**config.mk**
```make
export PLATFORM = sky130hd
export DESIGN_NAME = mem_port_arbiter
export DESIGN_NICKNAME = d
export VERILOG_FILES = /design/src/rtl/mem_port_arbiter.sv
export SDC_FILE = /design/constraint.sdc
export NUM_CORES = 1
export LEC_CHECK = 0
export CAP_MARGIN = 20
export CORE_AREA = 3 3 211 213
export CTS_BUF_LIST = sky130_fd_sc_hd__clkbuf_8 sky130_fd_sc_hd__clkbuf_16
export DETAILED_ROUTE_END_ITERATION = 7
export DIE_AREA = 0 0 214 216
export PLACE_DENSITY = 0.58
export SYNTH_ARGS = -nofsm -noshare
export SYNTH_HDL_FRONTEND = slang
export SYNTH_SLANG_ARGS = --single-unit
```
**constraint.sdc**
```tcl
create_clock -name clk -period 2.2 [get_ports clk]
set_clock_uncertainty 0.2 [all_clocks]
set_input_delay 0.33 -clock clk [delete_from_list [all_inputs] [get_ports clk]]
set_output_delay 0.33 -clock clk [all_outputs]
set_load 0.03 [all_outputs]
```
**src/rtl/mem_port_arbiter.sv**
```systemverilog
// Purpose: shares one memory port between IFU and LSU, one transaction in flight, LSU priority with IFU streak guard.
// Latency: accept -> mem_req_valid next cycle; mem_resp_valid (or timeout) -> owner resp pulse next cycle.
// Backpressure: requester ready only while idle; downstream request held stable until mem_req_ready.
module mem_port_arbiter #(
  parameter int ADDR_WIDTH     = 64,
  parameter int DATA_WIDTH     = 64,
  parameter int MASK_WIDTH     = 8,
  parameter int LSU_STREAK_MAX = 4,
  parameter int TIMEOUT        = 255
) (
  input  logic                  clk,
  input  logic                  rst,

  input  logic                  ifu_req_valid,
  output logic                  ifu_req_ready,
  input  logic [ADDR_WIDTH-1:0] ifu_addr,
  output logic                  ifu_resp_valid,
  output logic [DATA_WIDTH-1:0] ifu_rdata,
  output logic                  ifu_resp_err,

  input  logic                  lsu_req_valid,
  output logic                  lsu_req_ready,
  input  logic [ADDR_WIDTH-1:0] lsu_addr,
  input  logic                  lsu_wen,
  input  logic [DATA_WIDTH-1:0] lsu_wdata,
  input  logic [MASK_WIDTH-1:0] lsu_wmask,
  output logic                  lsu_resp_valid,
  output logic [DATA_WIDTH-1:0] lsu_rdata,
  output logic                  lsu_resp_err,

  output logic                  mem_req_valid,
  input  logic                  mem_req_ready,
  output logic [ADDR_WIDTH-1:0] mem_addr,
  output logic                  mem_wen,
  output logic [DATA_WIDTH-1:0] mem_wdata,
  output logic [MASK_WIDTH-1:0] mem_wmask,
  input  logic                  mem_resp_valid,
  input  logic [DATA_WIDTH-1:0] mem_rdata,

  output logic                  spurious_resp
);

  // Streak counter must hold 0..LSU_STREAK_MAX; the +2 keeps it at least one bit wide.
  localparam int STREAK_W = $clog2(LSU_STREAK_MAX + 2);
  localparam logic [STREAK_W-1:0] STREAK_LIMIT = STREAK_W'(LSU_STREAK_MAX);
  // The wait counter starts at 0 on entering WAIT, so the last waiting cycle holds TIMEOUT-1.
  localparam logic [7:0] WAIT_LAST = 8'(TIMEOUT - 1);

  localparam logic [1:0] IDLE = 2'd0;
  localparam logic [1:0] REQ  = 2'd1;
  localparam logic [1:0] WAIT = 2'd2;

  logic [1:0]          state;
  logic                ownerLsu;
  logic [STREAK_W-1:0] streak;
  logic [7:0]          waitCnt;
  logic                grantIfu;
  logic                grantLsu;
  logic                waitDone;
  logic                timedOut;

  // Grant selection: only in IDLE; LSU wins ties unless IFU has been passed over LSU_STREAK_MAX times.
  always_comb begin
    grantIfu = 1'b0;
    grantLsu = 1'b0;
    if (state == IDLE) begin
      if (lsu_req_valid && !(ifu_req_valid && (streak == STREAK_LIMIT))) begin
        grantLsu = 1'b1;
      end else if (ifu_req_valid) begin
        grantIfu = 1'b1;
      end
    end
  end

  assign ifu_req_ready = grantIfu;
  assign lsu_req_ready = grantLsu;

  // A real response on the final waiting cycle beats the timeout.
  assign waitDone = (state == WAIT) && (mem_resp_valid || (waitCnt == WAIT_LAST));
  assign timedOut = (state == WAIT) && !mem_resp_valid && (waitCnt == WAIT_LAST);

  // Transaction sequencing: latch the granted request, hold it downstream, count the wait for a reply.
  always_ff @(posedge clk) begin
    if (!rst) begin
      state         <= IDLE;
      ownerLsu      <= 1'b0;
      streak        <= '0;
      waitCnt       <= '0;
      mem_req_valid <= 1'b0;
      mem_addr      <= '0;
      mem_wen       <= 1'b0;
      mem_wdata     <= '0;
      mem_wmask     <= '0;
    end else begin
      case (state)
        IDLE: begin
          if (grantLsu) begin
            state         <= REQ;
            ownerLsu      <= 1'b1;
            mem_req_valid <= 1'b1;
            mem_addr      <= lsu_addr;
            mem_wen       <= lsu_wen;
            mem_wdata     <= lsu_wdata;
            mem_wmask     <= lsu_wmask;
            // Only grants that actually made IFU wait count toward the streak.
            if (!ifu_req_valid) begin
              streak <= '0;
            end else if (streak != STREAK_LIMIT) begin
              streak <= streak + 1'b1;
            end
          end else if (grantIfu) begin
            state         <= REQ;
            ownerLsu      <= 1'b0;
            mem_req_valid <= 1'b1;
            mem_addr      <= ifu_addr;
            mem_wen       <= 1'b0;
            mem_wdata     <= '0;
            mem_wmask     <= '0;
            streak        <= '0;
          end
        end
        REQ: begin
          if (mem_req_ready) begin
            mem_req_valid <= 1'b0;
            waitCnt       <= '0;
            state         <= WAIT;
          end
        end
        WAIT: begin
          if (waitDone) begin
            state <= IDLE;
          end else begin
            waitCnt <= waitCnt + 8'd1;
          end
        end
        default: state <= IDLE;
      endcase
    end
  end

  // Response delivery: one-cycle pulse to the owner only; data is loaded only from a real reply.
  always_ff @(posedge clk) begin
    if (!rst) begin
      ifu_resp_valid <= 1'b0;
      ifu_resp_err   <= 1'b0;
      ifu_rdata      <= '0;
      lsu_resp_valid <= 1'b0;
      lsu_resp_err   <= 1'b0;
      lsu_rdata      <= '0;
    end else begin
      ifu_resp_valid <= waitDone && !ownerLsu;
      ifu_resp_err   <= timedOut && !ownerLsu;
      lsu_resp_valid <= waitDone && ownerLsu;
      lsu_resp_err   <= timedOut && ownerLsu;
      if ((state == WAIT) && mem_resp_valid) begin
        if (ownerLsu) begin
          lsu_rdata <= mem_rdata;
        end else begin
          ifu_rdata <= mem_rdata;
        end
      end
    end
  end

  // Sticky flag for a downstream reply that arrived when nothing was waiting for it.
  always_ff @(posedge clk) begin
    if (!rst) begin
      spurious_resp <= 1'b0;
    end else if (mem_resp_valid && (state != WAIT)) begin
      spurious_resp <= 1'b1;
    end
  end

endmodule

```
==> results.yml <==
critical_path:
  crit_chain: "clkdlybuf4s50_1"
  start_kind: "flip-flop"
  critPathArrivalTime_ns: 1.60
  worst-setup-path-type: "reg -> out"
  cp_num_buf_inv: 1
  rrSetupSlack_ns: 0.23
  r2r-start: "state[1]$_SDFFE_PN0P_"
  reg2reg_to: "mem_addr[8]$_SDFFE_PN0P_"
  crit_fanout: 2
  cpLargestDelayFamily: "buffers and inverters"
  max_stage_delay_ns: 0.73
  critPathRequiredTime_ns: 1.67
  r2r_cells: 6
  critPathCaptureType: "output pin"
  crit_slowest_cell: "clkdlybuf4s50_1"
grt:
  grt.total_usage_pct: 19.90
  grt_start_max_net_pins: 73
  antenna_found_initial: 7
  grt_pass1_wl_um: 73310
  grt_overflow: 0
  grt_pass1_vias: 12210
finish:
  area_growth_pct: 67.73
  nets: 2178
  mostFrequentLayoutCell: "clkdlybuf4s50_1"
  final_cell_count_no_fill: 2517
  drive_above_1_share_pct: 7.796
  layout_common_cells: "clkdlybuf4s50_1 (534), dfxtp_1 (283), nand2_1 (272), a21oi_1 (209), nand3_1 (80)"
  final_util_pct: 44.53
  fill_cells: 4203
clock_network:
  htree_levels: 2
  path_clk_slew_ns: 0.05
  clock_latency_ns: 0.53
  cts_buffers: 36
  cts_sinks: 285
  postCtsHoldBufs: 0
  cts_tree: "built"
  clockBufferDepth: 3
  cts-root-buf: "clkbuf_16"
sta:
  worstMarginPinSlew_ns: 0.4627
  fmax_mhz: 468.7
  slew_viol_final: 0
  fin_crit_ns: 2.133
  hold_violations: 0
  period_share_pct: 96.98
  rsz0062_at_grt: "no"
  hold_slack_ns: 0.1094
  slew_headroom_pct: 69.28
  finalSetupViolCount: 0
placement:
  gp_congestion: 0.8369
  dpl.hpwl_um: 34040
  port_buffers: 543
  place_inst: 2446
worst_hold_path:
  whs_path_depth: 3
  holdPathEnd: "state[0]$_SDFFE_PN0P_"
  hold_class: "in -> reg"
  holdCritStartpoint: "lsu_req_valid"
power_and_ir_drop:
  power.density_mw_per_mm2: 727.0
  peakVddDrop_mv: 0.5308
  leakagePower_nw: 6.680
  p_total_w: 0.01388
routing:
  wl_per_cell_um: 19.19
  via_per_inst: 4.929
  drt_iter0_markers: 754
  first_pass_iters: 5
  drt_wl_total_um: 48300
  vias: 12410
  route.detailed.drc: 0
  antenna_left: 0
logic_synthesis:
  synth_seq_area_share_pct: 50.11
  synth_top_area_share_pct: 50.11
  synth_area_mm2: 0.01139
  yosysTopAreaCell: "dfxtp_1"
  syn_nets: 1659
  yosysWarnings: 0
  synth-seq-cells: 285
  synthArstFlopShare_pct: 0
  ys_types: 47
  synth_top_flop_cell: "dfxtp_1"
  synth_area_per_cell_um2: 8.227
  syn_inst: 1384
  synthTopCellsByArea: "dfxtp_1 (50%), a21oi_1 (9.2%), nand2_1 (9.0%)"
  synth_edf_count: 0
floorplan:
  initial_core_util_pct: 26.55
  core_mm2: 0.04289
  boundaryPins: 544
  die_area_mm2: 0.04622
  fp.dieW_um: 214
  die_y_um: 216
  core.rowCount: 76
run:
  drv_cap: 0
run_status:
  status: "complete, no violations"
## synthesized netlist by cell type, types with 5 or more instances
library cell,instances
nand2_1,273
nor3_1,6
clkbuf_1,63
buf_6,5
a21oi_1,210
buf_2,47
dfxtp_1,285
inv_1,64
nand3_1,80
o21ai_0,71
o21ai_1,67
a311oi_1,60
buf_1,19
buf_4,8
a221oi_1,60
a31oi_1,7
## flip-flops by register name (all words and copies together) (netlist names)
name / count
ifu_resp_valid: 1
ifu_rdata: 64
ownerLsu: 1
mem_addr: 64
ifu_resp_err: 1
lsu_rdata: 64
mem_wdata: 64
lsu_resp_err: 1
mem_wmask: 8
mem_req_valid: 1
streak: 3
state: 2
waitCnt: 8
lsu_resp_valid: 1
spurious_resp: 1
mem_wen: 1
## cell families (layout without fill, tap and decap cells)
family	Yosys count	in the layout	synth area share (%)
muxes	4	4	0.3517
AOI/OAI and AO/OA	486	486	25.70
and+or+nand+nor	398	398	15.46
DFF	285	285	50.11
adders and majority gates	4	4	0.4396
buffers and inverters	207	747	7.934
other	0	8	0
## what timing repair did
action / 4_1_cts / 5_1_grt
setup buffers: 1 / 3
setup endpoints to repair: 3 / 6
resized for setup: 7 / 10
## per-layer routing
layer / up-vias / GRT usage [%] / wire length, µm
met3: 105 / 4.942 / 3224
met5: - / 0 / 0
met2: 457 / 33.47 / 23620
met1: 5896 / 23.73 / 19410
li1: 5948 / - / -
met4: 0 / 9.913 / 2040
## worst max-delay path by stage
| stage | from | slack [ns] | endpoint | cells after the start |
|---|---|---|---|---|
| finish | lsu_rdata[48]$_SDFFE_PN0P_ | 0.07 | lsu_rdata[48] | 1 |
| CTS | state[1]$_SDFFE_PN0P_ | -0.01 | lsu_req_ready | 4 |
| global route | mem_wdata[60]$_SDFFE_PN0P_ | 0.002 | mem_wdata[60] | 1 |
| floorplan | state[1]$_SDFFE_PN0P_ | 0.18 | ifu_req_ready | 4 |
| global placement | ifu_req_valid | -0.02 | ifu_req_ready | 4 |
| detailed placement | ifu_req_valid | -0.003 | mem_addr[37]$_SDFFE_PN0P_ | 7 |
## per-stage QoR
step / instance area, µm² / setup TNS [ns] / setup slack, ns
3_5_place_dp: 17880 / -0.006366 / -0.003352
6_report: 19100 / 0 / 0.06654
3_3_place_gp: 17880 / -0.01786 / -0.01786
4_1_cts: 19020 / -0.02201 / -0.01138
5_1_grt: 19090 / 0 / 0.002291
2_1_floorplan: 11390 / 0 / 0.1760
## area by class of cell
class                      instances  area, µm²  area share [%]
antenna                            8      20.02          0.1048
clock buffer                      41      980.9           5.137
clock inverter                    18      132.6          0.6945
inverter                          65      251.5           1.317
multi-input combinational        892       4853           25.41
sequential                       285       5710           29.90
tap                              585      732.0           3.833
timing repair buffer             623       6416           33.60
## report_power, final
| part | total (W) | internal (W) | switching [W] |
|---|---|---|---|
| Sequential | 0.00556 | 0.00542 | 0.000140 |
| Clock | 0.00565 | 0.00339 | 0.00226 |
| Combinational | 0.00267 | 0.00125 | 0.00143 |
| Total | 0.0139 | 0.0101 | 0.00383 |
(Power assumes the default switching activity.)
